==> config.mk <==
export PLATFORM = sky130hd
export DESIGN_NAME = mac_sequencer
export DESIGN_NICKNAME = d
export VERILOG_FILES = /design/src/rtl/mac_seq_pkg.sv /design/src/rtl/mac_seq_vpipe.sv /design/src/rtl/mac_sequencer.sv
export SDC_FILE = /design/constraint.sdc
export NUM_CORES = 1
export LEC_CHECK = 0
export CORE_UTILIZATION = 47
export CTS_CLUSTER_DIAMETER = 50
export CTS_CLUSTER_SIZE = 14
export DETAILED_ROUTE_END_ITERATION = 8
export PLACE_DENSITY = 0.84
export SLEW_MARGIN = 10
export SYNTH_ARGS = -nofsm -noshare
export SYNTH_HDL_FRONTEND = slang
export SYNTH_HIERARCHICAL = 1
export SYNTH_SLANG_ARGS = --single-unit
==> constraint.sdc <==
create_clock -name clock -period 4.1 [get_ports clock]
set_input_delay 1.025 -clock clock [delete_from_list [all_inputs] [get_ports clock]]
set_output_delay 1.025 -clock clock [all_outputs]
set_load 0.01 [all_outputs]
==> src/rtl/mac_seq_pkg.sv <==
// Shared types and defaults for the MAC job sequencer.
// The optional stall input is enabled by defining MAC_SEQ_STALL_EN.
package mac_seq_pkg;

  localparam int DEF_ADDR_W     = 9;
  localparam int DEF_LEN_W      = 9;
  localparam int DEF_ACC_CYCLES = 400;
  localparam int DEF_RES_W      = 25;
  localparam int DEF_MEM_LAT    = 1;
  localparam int DEF_MULT_LAT   = 1;

  typedef enum logic [2:0] {
    IDLE,
    CLEAR,
    FETCH,
    DRAIN,
    CAPTURE
  } seqState_t;

  // A read strobe becomes an accumulate strobe after RAM and multiplier latency.
  function automatic int pipeDepth(input int memLat, input int multLat);
    return memLat + multLat;
  endfunction

endpackage

==> src/rtl/mac_seq_vpipe.sv <==
// Valid shift register of configurable depth; hold freezes every stage.
// Used by mac_sequencer to turn RAM read strobes into accumulate strobes.
module mac_seq_vpipe #(
  parameter int DEPTH = 2
) (
  input  logic clock,
  input  logic reset,
  input  logic hold,
  input  logic vldIn,
  output logic vldOut,
  output logic anyVld
);

  logic [DEPTH-1:0] vldPipe;

  always_ff @(posedge clock) begin
    if (!reset) begin
      vldPipe <= '0;
    end else if (!hold) begin
      vldPipe[0] <= vldIn;
      for (int i = 1; i < DEPTH; i++) begin
        vldPipe[i] <= vldPipe[i-1];
      end
    end
  end

  assign vldOut = vldPipe[DEPTH-1];
  assign anyVld = |vldPipe;

endmodule

==> src/rtl/mac_sequencer.sv <==
// Runs one dot-product job on an external MAC: clear, stream LEN reads, drain, capture.
// Define MAC_SEQ_STALL_EN to add a stall input that freezes FETCH/DRAIN.
module mac_sequencer
  import mac_seq_pkg::*;
#(
  parameter int ADDR_W     = DEF_ADDR_W,
  parameter int LEN_W      = DEF_LEN_W,
  parameter int ACC_CYCLES = DEF_ACC_CYCLES,
  parameter int RES_W      = DEF_RES_W,
  parameter int MEM_LAT    = DEF_MEM_LAT,
  parameter int MULT_LAT   = DEF_MULT_LAT
) (
  input  logic              clock,
  input  logic              reset,
  input  logic              start,
`ifdef MAC_SEQ_STALL_EN
  input  logic              stall,
`endif
  input  logic [ADDR_W-1:0] base_addr,
  input  logic [LEN_W-1:0]  len,
  output logic              rd_en,
  output logic [ADDR_W-1:0] rd_addr,
  output logic              mac_enable,
  output logic              mac_clear,
  output logic              mac_new_data,
  input  logic [RES_W-1:0]  acc_in,
  output logic [RES_W-1:0]  result,
  output logic              result_valid,
  output logic              busy,
  output logic              done
);

  localparam int PIPE_DEPTH = pipeDepth(MEM_LAT, MULT_LAT);

  seqState_t         state, nextState;
  logic [ADDR_W-1:0] addrCnt;
  logic [LEN_W-1:0]  lenCnt;
  logic              zeroJob;
  logic [RES_W-1:0]  resultReg;
  logic              stallIn, hold;
  logic              pipeOut, pipeAny;

  // Saturate the requested length to the accumulator's safe product count.
  function automatic logic [LEN_W-1:0] clampLen(input logic [LEN_W-1:0] l);
    if (32'(l) > 32'(ACC_CYCLES)) return LEN_W'(ACC_CYCLES);
    return l;
  endfunction

`ifdef MAC_SEQ_STALL_EN
  assign stallIn = stall;
`else
  assign stallIn = 1'b0;
`endif

  assign hold = stallIn && ((state == FETCH) || (state == DRAIN));

  always_ff @(posedge clock) begin
    if (!reset) state <= IDLE;
    else        state <= nextState;
  end

  always_comb begin
    nextState = state;
    unique case (state)
      IDLE:    if (start) nextState = (len == '0) ? CAPTURE : CLEAR;
      CLEAR:   nextState = FETCH;
      FETCH:   if (!hold && (lenCnt == LEN_W'(1))) nextState = DRAIN;
      // The empty-pipe cycle gives the accumulator time to register the last product.
      DRAIN:   if (!hold && !pipeAny) nextState = CAPTURE;
      CAPTURE: nextState = IDLE;
      default: nextState = IDLE;
    endcase
  end

  always_comb begin
    rd_en        = 1'b0;
    mac_enable   = 1'b0;
    mac_clear    = 1'b0;
    result_valid = 1'b0;
    done         = 1'b0;
    busy         = 1'b1;
    unique case (state)
      IDLE:    busy = 1'b0;
      CLEAR:   begin mac_clear = 1'b1; mac_enable = 1'b1; end
      FETCH:   begin rd_en = !hold; mac_enable = !hold; end
      DRAIN:   mac_enable = !hold;
      CAPTURE: begin result_valid = 1'b1; done = 1'b1; end
      default: busy = 1'b0;
    endcase
  end

  assign rd_addr      = addrCnt;
  assign mac_new_data = pipeOut && !hold;
  assign result       = resultReg;

  always_ff @(posedge clock) begin
    if (!reset) begin
      addrCnt   <= '0;
      lenCnt    <= '0;
      zeroJob   <= 1'b0;
      resultReg <= '0;
    end else begin
      if ((state == IDLE) && start) begin
        addrCnt <= base_addr;
        lenCnt  <= clampLen(len);
        zeroJob <= (len == '0);
      end else if ((state == FETCH) && !hold) begin
        addrCnt <= addrCnt + ADDR_W'(1);
        lenCnt  <= lenCnt - LEN_W'(1);
      end
      if (state == CAPTURE) resultReg <= zeroJob ? '0 : acc_in;
    end
  end

  mac_seq_vpipe #(
    .DEPTH(PIPE_DEPTH)
  ) uVpipe (
    .clock (clock),
    .reset (reset),
    .hold  (hold),
    .vldIn (rd_en),
    .vldOut(pipeOut),
    .anyVld(pipeAny)
  );

endmodule

* Yosys cells after proc, flatten, opt, wreduce, memory -nomap -nowiden
Index checks and enable logic that the tools add are counted.
Word-level totals: register bits after elaboration 49, bits of input ports 46, output and inout bits 41, logic and storage cells 45
Operators by class: add/sub/neg operators 2, order comparisons 1, equality and inequality tests 8, mux-type cells 20, reductions and logical operators 8
Operators with widths (count):
- $mux 9 | 6
- $mux 25 | 1
- $mux 3 | 4
- $pmux 3 s4 | 1
- $add 9x1->9 const B | 1
- $eq 9x1->1 const B | 1
- $gt 9x9->1 const B | 1
- $logic_not 9->1 | 1
- $sub 9x1->9 const B | 1
- $mux 1 | 8
- $eq 3x2->1 const B | 2
- $ne 2x2->1 const B | 2
- $reduce_or 4->1 | 1
- $eq 3x1->1 const B | 1
- $eq 3x3->1 const B | 1
- $logic_not 3->1 | 1
- $reduce_and 3->1 | 1
- $reduce_or 3->1 | 1
- $ne 2x1->1 const B | 1
- $reduce_bool 2->1 | 1
- $reduce_or 2->1 | 1
- $logic_and 1x1->1 | 1

* Logic depth before layout (Yosys ltp)
Gate-level depths: netlist of run 1.
depth in word-level cells 6, depth in mapped cells 8, mapped depth without buffers 6

* Modules after synthesis
Netlist of run 1, hierarchy kept.
Modules (own cells, without submodules):
- mac_sequencer | instances 1, cells an instance 276, area each 2237.1 um2, sequential area each 940.9 um2
- mac_seq_vpipe | instances 1, cells an instance 7, area each 78.8 um2, sequential area each 40.0 um2

* Worst setup path after synthesis of run 1
Ideal clock, no wire load.
path type reg2out, start register state[1], end output result_valid, data arrival time 1304 ps, data required time 3075 ps, setup slack 1771 ps, stages on the path, launching flop included 6, path buffers 2, cell sequence dfxtp_1 nor2_1 nand2_1 clkinv_1 buf_2 buf_4
On the way: cells in the longest elaborated chain, start to end 2
RTL lines:
- from (decl) | RTL line mac_sequencer.sv:35 | seqState_t state, nextState;
- from (signal assigned) | RTL line mac_sequencer.sv:59 | else state <= nextState;
- $eq 3x3->1
- $mux 1
- to (decl) | RTL line mac_sequencer.sv:28 | output logic result_valid,
No other way between the ends.

* Worst setup path in the final report of run 1
start register state[1], end output rd_en
On the way: cells in the longest elaborated chain, start to end 2
RTL lines:
- $eq 3x2->1 | RTL line mac_sequencer.sv:82 | unique case (state)
- $mux 1 | RTL line mac_sequencer.sv:82
- to (decl) | RTL line mac_sequencer.sv:21 | output logic rd_en,
No other way between the ends.

==> results of run 1 <==
logic make-up (layout without fill, tap and decap cells):
group	after synthesis	after routing	synth area share
flip-flops	49	49	0.424
other	1	2	0.00162
AND/OR/NAND/NOR	121	121	0.283
multiplexers	4	4	0.0178
adder cells (fa/ha/maj)	3	3	0.0162
XOR/XNOR	2	2	0.00756
buffers and inverters	25	107	0.0459
AO/OA/AOI/OAI	78	78	0.204
through the flow:
stage / utilization / hold WS (ps) / std cells / power (mW) / setup slack [ps]
6_report: 0.709 / 455 / 433 / 1.16 / 953
3_5_place_dp: 0.684 / 442 / 425 / 0.816 / 1080
2_1_floorplan: - / 462 / 284 / 0.693 / 1770
5_1_grt: 0.709 / 466 / 433 / 1.22 / 871
4_1_cts: 0.709 / 455 / 433 / 1.17 / 962
3_3_place_gp: 0.684 / 437 / 425 / 0.808 / 1180
routing by layer:
metal  track usage  part of all wire
met5             0                 0
met2         0.409              0.51
met3        0.0319             0.044
met1         0.297              0.44
met4        0.0523            0.0071
critical path, cell delays in order, from the launching register on:
cell and delay [ps]:
dfxtp_1 470, or3b_1 370, buf_4 200, clkinv_2 200, clkdlybuf4s50_1 580
where the power goes:
group / switching [mW] / internal, mW
registers: 0.0363 / 0.506
clock network: 0.158 / 0.198
logic: 0.130 / 0.136
total: 0.324 / 0.840
Yosys cell counts, types with 2 or more instances:
library cell,count,share of area
and3_1,3,0.0081
mux2i_1,3,0.013
nor3b_1,2,0.0065
nand2_1,40,0.065
o21ai_0,10,0.022
buf_2,6,0.013
a31oi_1,5,0.014
or3_1,3,0.0081
nor3_1,3,0.0065
nor2b_1,3,0.0081
nand3b_1,27,0.088
dfxtp_1,49,0.42
ha_1,3,0.016
nor2_1,21,0.034
nor4_1,3,0.0081
a21oi_1,43,0.093
clkbuf_1,11,0.018
a32oi_1,2,0.0076
nand4_1,3,0.0081
a22oi_1,3,0.0097
nand3_1,4,0.0086
inv_1,5,0.0081
final timing paths:
check	from	to	slack, ps
max	state[1]	rd_en	950
min	result[3]	result[3]	450
max reg2reg	state[2]	rd_addr[4]	1850
min reg2reg	result[3]	result[3]	450
state kept, by name, summed over array words and instances (netlist names):
register,flops
rd_addr,9
lenCnt,9
result,25
uVpipe/vldPipe,2
state,3
zeroJob,1
final cells by class:
class                      count  area [µm²]
clock buffer                   6        82.6
clock inverter                 2        37.5
fill                         399        1370
inverter                       7        27.5
multi-input combinational    210        1230
sequential                    49         981
tap                           67        83.8
timing repair buffer          92         906
==> reports/summary.txt, run 1 <==
==========================================================================================
Result of the run ........................................................... finished, final reports clean
Port bufs ...................................................................           86
Maximum root-to-sink buffer count ...........................................            2
Number of inserted diodes ...................................................            0
Peak ir drop on the vdd network .............................................   0.000228 V
Most frequent cells in the layout ........................................... clkdlybuf4s50_1, dfxtp_1, a21oi_1, nand2_1, nand3b_1
Largest net degree at the start of global routing ...........................           27
Clock tree from TritonCTS ...................................................        built
Commonest non-fill, non-tap cell in the layout .............................. clkdlybuf4s50_1
Yosys reg bits ..............................................................           49
Worst-path fanout max .......................................................           18
Arrival time worst endpoint .................................................      2120 ps
Worst r2r path cells ........................................................            6
Post-synth EDFFs ............................................................            0
Synthesis Warnings ..........................................................            6
Clock edge transition at the registers on the reported setup and hold paths .        90 ps
Vias per inst ...............................................................         5.42
Sequential share of the synthesized area ....................................        0.424
Data required time of the critical path .....................................      3070 ps
Number of buffers added to fix hold violations after cts ....................            0
Syn avg cell area ...........................................................     8.18 µm²
Endpoint kind of the worst setup timing path ................................   output pin
Initial drt markers .........................................................           63
Number of standard cells after synthesis ....................................          283
Distinct cell type count after synthesis ....................................           53
TritonCTS Sinks .............................................................           49
Final count of negative-setup-slack endpoints ...............................            0
Wire length of the first global-routing pass ................................      9.58 mm
Final routed wirelength across all metal layers .............................      6.07 mm
Kind of start point of the critical path ....................................    flip-flop
Number of CTS-inserted buffers ..............................................            5
Worst clock skew ............................................................      4.75 ps
Post-cts sizing count .......................................................            0
Transition time at the pin with the least slew margin .......................       728 ps
RSZ-0062 raised after global routing ........................................        false
Summed area of non-filler cells in the final layout .........................  0.00335 mm²
Flip-flop cell with the highest count after synthesis .......................      dfxtp_1
Detail Placement HPWL .......................................................      4.30 mm
Number of global-route vias before repair ...................................        2,049
Remaining DRCs ..............................................................            0
Level count of the clock H-tree .............................................            2
Die width ...................................................................      72.2 µm
Async S/R FF share, synth ...................................................            0
Category of the most critical setup path ....................................      reg2out
Fraction of final layout cells with drive strength greater than 1 ...........       0.0546
Remaining global-route overflow .............................................            0
Relative area change from synthesis to final layout .........................        44.7%
DIE HEIGHT ..................................................................      72.2 µm
Number of buffers added for setup after CTS .................................            0
Final-report hold violation count ...........................................            0
Depth of the worst hold-timing path .........................................            2
Total number of placement rows ..............................................           25
Power density over the cells ................................................   347 mW/mm²
CTS Root Cell ...............................................................     clkbuf_8
GRT Total Usage .............................................................        0.230
Core Footprint ..............................................................  0.00472 mm²
Tightest slew margin relative to the limit ..................................        0.513
Worst-skew pair later-pin latency ...........................................       300 ps
# IOs .......................................................................           87
Mean routed wirelength per cell .............................................      14.0 µm
DP Area .....................................................................  0.00323 mm²
Achievable clock frequency ..................................................      318 MHz
Number of slew-limit violations in the final report .........................            0
Mapped cell area ............................................................  0.00232 mm²
Final ANT Viol Nets .........................................................            0
Net total in the final layout ...............................................          414
Max-Cap Viols ...............................................................            0
Number of antenna violations at the first check in global routing ...........            0
Last weighted congestion value of the routability-driven placer .............        0.894
Hold/Removal Path Class .....................................................      reg2reg
Initial standard-cell utilization of the core ...............................        0.490
Accumulated negative setup slack ............................................         0 ps
First-pass iteration count of the detailed router ...........................            4
Total via count after detailed routing ......................................        2,346
Leakage dissipation .........................................................      1.17 nW
Share of the clock period used by the worst path ............................        0.767
Total die area ..............................................................  0.00521 mm²
Shortest clock period the worst path allows after layout ....................      3150 ps
==========================================================================================
(Power assumes the default switching activity.)
==> inputs of run 2 (changes only) <==
--- a/config.mk
+++ b/config.mk
@@ -5,11 +5,11 @@
 export SDC_FILE = /design/constraint.sdc
 export NUM_CORES = 1
 export LEC_CHECK = 0
-export CORE_UTILIZATION = 47
+export CORE_UTILIZATION = 44
 export CTS_CLUSTER_DIAMETER = 50
 export CTS_CLUSTER_SIZE = 14
 export DETAILED_ROUTE_END_ITERATION = 8
-export PLACE_DENSITY = 0.84
+export PLACE_DENSITY = 0.8
 export SLEW_MARGIN = 10
 export SYNTH_ARGS = -nofsm -noshare
 export SYNTH_HDL_FRONTEND = slang
==> constraint.sdc (replaced) <==
create_clock -name clock -period 3 [get_ports clock]
set_input_delay 0.75 -clock clock [delete_from_list [all_inputs] [get_ports clock]]
set_output_delay 0.75 -clock clock [all_outputs]
set_load 0.01 [all_outputs]
==> run 2 against run 1 <==
Against the previous run: first-iteration DRC count rose by 130%; sequential cell count is the same; clock power up 33%; hold slack lost 1.8 ps; total power up 36%; critical endpoint unchanged; largest cell class unchanged.
==> reports/summary.txt, run 2 (synthesized netlist as in run 1, its figures left out) <==
==========================================================================================
Result of the run ........................................................... finished, final reports clean
Number of buffers added to fix hold violations after cts ....................            0
PnR Total Power .............................................................      1.59 mW
Arrival time worst endpoint .................................................      1820 ps
Port bufs ...................................................................           86
Worst r2r path cells ........................................................            6
Die width ...................................................................      74.6 µm
Shortest clock period the worst path allows after layout ....................      2570 ps
Final ANT Viol Nets .........................................................            0
Remaining DRCs ..............................................................            0
Total number of placement rows ..............................................           26
Final routed wirelength across all metal layers .............................      6.25 mm
Net total in the final layout ...............................................          417
Clock network fraction of total power .......................................        0.299
Switching power as a share of total power ...................................        0.287
TritonCTS Sinks .............................................................           49
First-pass iteration count of the detailed router ...........................            4
Endpoint kind of the worst setup timing path ................................   output pin
Worst-skew pair later-pin latency ...........................................       310 ps
Sequential share of power ...................................................        0.466
Max-Cap Viols ...............................................................            0
Leakage dissipation .........................................................      1.19 nW
Achievable clock frequency ..................................................      389 MHz
Destination of the worst hold path ..........................................    result[6]
Relative area change from synthesis to final layout .........................        45.4%
RSZ-0062 raised after global routing ........................................        false
Worst-path fanout max .......................................................            8
Tightest slew margin relative to the limit ..................................        0.466
CP max-delay cell ........................................................... clkdlybuf4s50_1
Mean routed wirelength per cell .............................................      14.2 µm
Depth of the worst hold-timing path .........................................            2
CTS Root Cell ...............................................................     clkbuf_8
Peak per-stage delay on the critical path ...................................       530 ps
Detail Placement HPWL .......................................................      4.41 mm
Number of slew-limit violations in the final report .........................            0
Data required time of the critical path .....................................      2250 ps
Internal Dissipation ........................................................      1.13 mW
Final count of negative-setup-slack endpoints ...............................            0
Number of CTS-inserted buffers ..............................................            5
Number of global-route vias before repair ...................................        2,136
Fill cell count .............................................................          447
Vias per inst ...............................................................         5.38
Core Footprint ..............................................................  0.00507 mm²
Number of buffers added for setup after CTS .................................            0
Hold/Removal Path Class .....................................................      reg2reg
# IOs .......................................................................           87
Switching power total .......................................................     0.455 mW
Wire length of the first global-routing pass ................................      9.56 mm
Summed area of non-filler cells in the final layout .........................  0.00337 mm²
DIE HEIGHT ..................................................................      74.6 µm
Initial standard-cell utilization of the core ...............................        0.456
Last weighted congestion value of the routability-driven placer .............        0.899
Commonest non-fill, non-tap cell in the layout .............................. clkdlybuf4s50_1
Final-report hold violation count ...........................................            0
Worst clock skew ............................................................      9.31 ps
GRT Total Usage .............................................................        0.226
Clock tree from TritonCTS ...................................................        built
Power density over the cells ................................................   472 mW/mm²
Number of antenna violations at the first check in global routing ...........            0
Total die area ..............................................................  0.00556 mm²
Worst R2R Setup Slack .......................................................       910 ps
Worst hold start ............................................................    result[6]
Post-placement setup slack ..................................................       419 ps
Capture point of the worst reg-to-reg path ..................................   rd_addr[5]
Accumulated negative setup slack ............................................         0 ps
Most frequent cells in the layout ........................................... clkdlybuf4s50_1, dfxtp_1, a21oi_1, nand2_1, nand3b_1
Level count of the clock H-tree .............................................            2
Category of the most critical setup path ....................................      reg2out
Post-cts sizing count .......................................................            0
DP Area .....................................................................  0.00326 mm²
Kind of start point of the critical path ....................................    flip-flop
Transition time at the pin with the least slew margin .......................       797 ps
Maximum root-to-sink buffer count ...........................................            2
Fraction of final layout cells with drive strength greater than 1 ...........       0.0596
Peak ir drop on the vdd network .............................................   0.000327 V
Cell chain of the critical path ............................................. or3b_1 > clkinv_2 > clkdlybuf4s50_1
Largest net degree at the start of global routing ...........................           27
Final Worst Setup Slack .....................................................       431 ps
Number of flip-flops in the largest register ................................           25
Number of inserted diodes ...................................................            0
Buffers and inverters on the worst path .....................................            2
CP top delay family ......................................................... buffers and inverters
Clock edge transition at the registers on the reported setup and hold paths .        90 ps
Part of the total power dissipated in combinational logic ...................        0.235
Startpoint of the worst register-to-register path ...........................     state[2]
Share of the clock period used by the worst path ............................        0.856
Total via count after detailed routing ......................................        2,360
Initial drt markers .........................................................          147
Remaining global-route overflow .............................................            0
==========================================================================================
==> run 2: routing by layer <==
layer | up-vias | track usage | part of all wire
met4 | 0 | 0.0881 | 0.018
met5 | - | 0 | 0
li1 | 1178 | - | -
met3 | 11 | 0.0556 | 0.058
met2 | 82 | 0.372 | 0.47
met1 | 1089 | 0.283 | 0.45
==> run 2: cell type report <==
cell class / count / area [µm²] / share of cell area
Multi-Input combinational cell: 210 / 1230 / 0.366
Sequential cell: 49 / 981 / 0.291
Timing Repair Buffer: 95 / 928 / 0.276
Tap cell: 70 / 87.6 / 0.0260
Clock buffer: 6 / 72.6 / 0.0215
Clock inverter: 2 / 38.8 / 0.0115
Inverter: 7 / 27.5 / 0.00817
==> run 2: worst min-delay path: cells and delay by family (launching register included) <==
family / cells / cell delay, ps
compound gates: 1 / 50
simple gates: 1 / 50
flops: 1 / 320
==> run 2: power groups by stage <==
| stage | Sequential (mW) | Clock (mW) | Combinational [mW] |
|---|---|---|---|
| final | 0.740 | 0.475 | 0.374 |
| after global routing | 0.747 | 0.504 | 0.409 |
| after CTS | 0.739 | 0.483 | 0.374 |
| after detailed placement | 0.753 | 0 | 0.371 |
| after global placement | 0.752 | 0 | 0.364 |
| after floorplan | 0.750 | 0 | 0.197 |
==> run 2: metrics by stage <==
| stage | cells | hold slack [ps] | utilization |
|---|---|---|---|
| after floorplan | 284 | 462 | - |
| after global placement | 431 | 437 | 0.642 |
| after detailed placement | 431 | 442 | 0.642 |
| after CTS | 439 | 456 | 0.664 |
| after global routing | 439 | 476 | 0.664 |
| final | 439 | 453 | 0.664 |
==> run 2: worst max-delay path by stage <==
stage / start / to / depth (start not counted)
after global placement: start / lenCnt[3] / 5
final: state[1] / rd_en / 3
after global routing: state[1] / done / 4
after floorplan: state[1] / result_valid / 5
after detailed placement: start / lenCnt[3] / 5
after CTS: state[1] / rd_en / 3
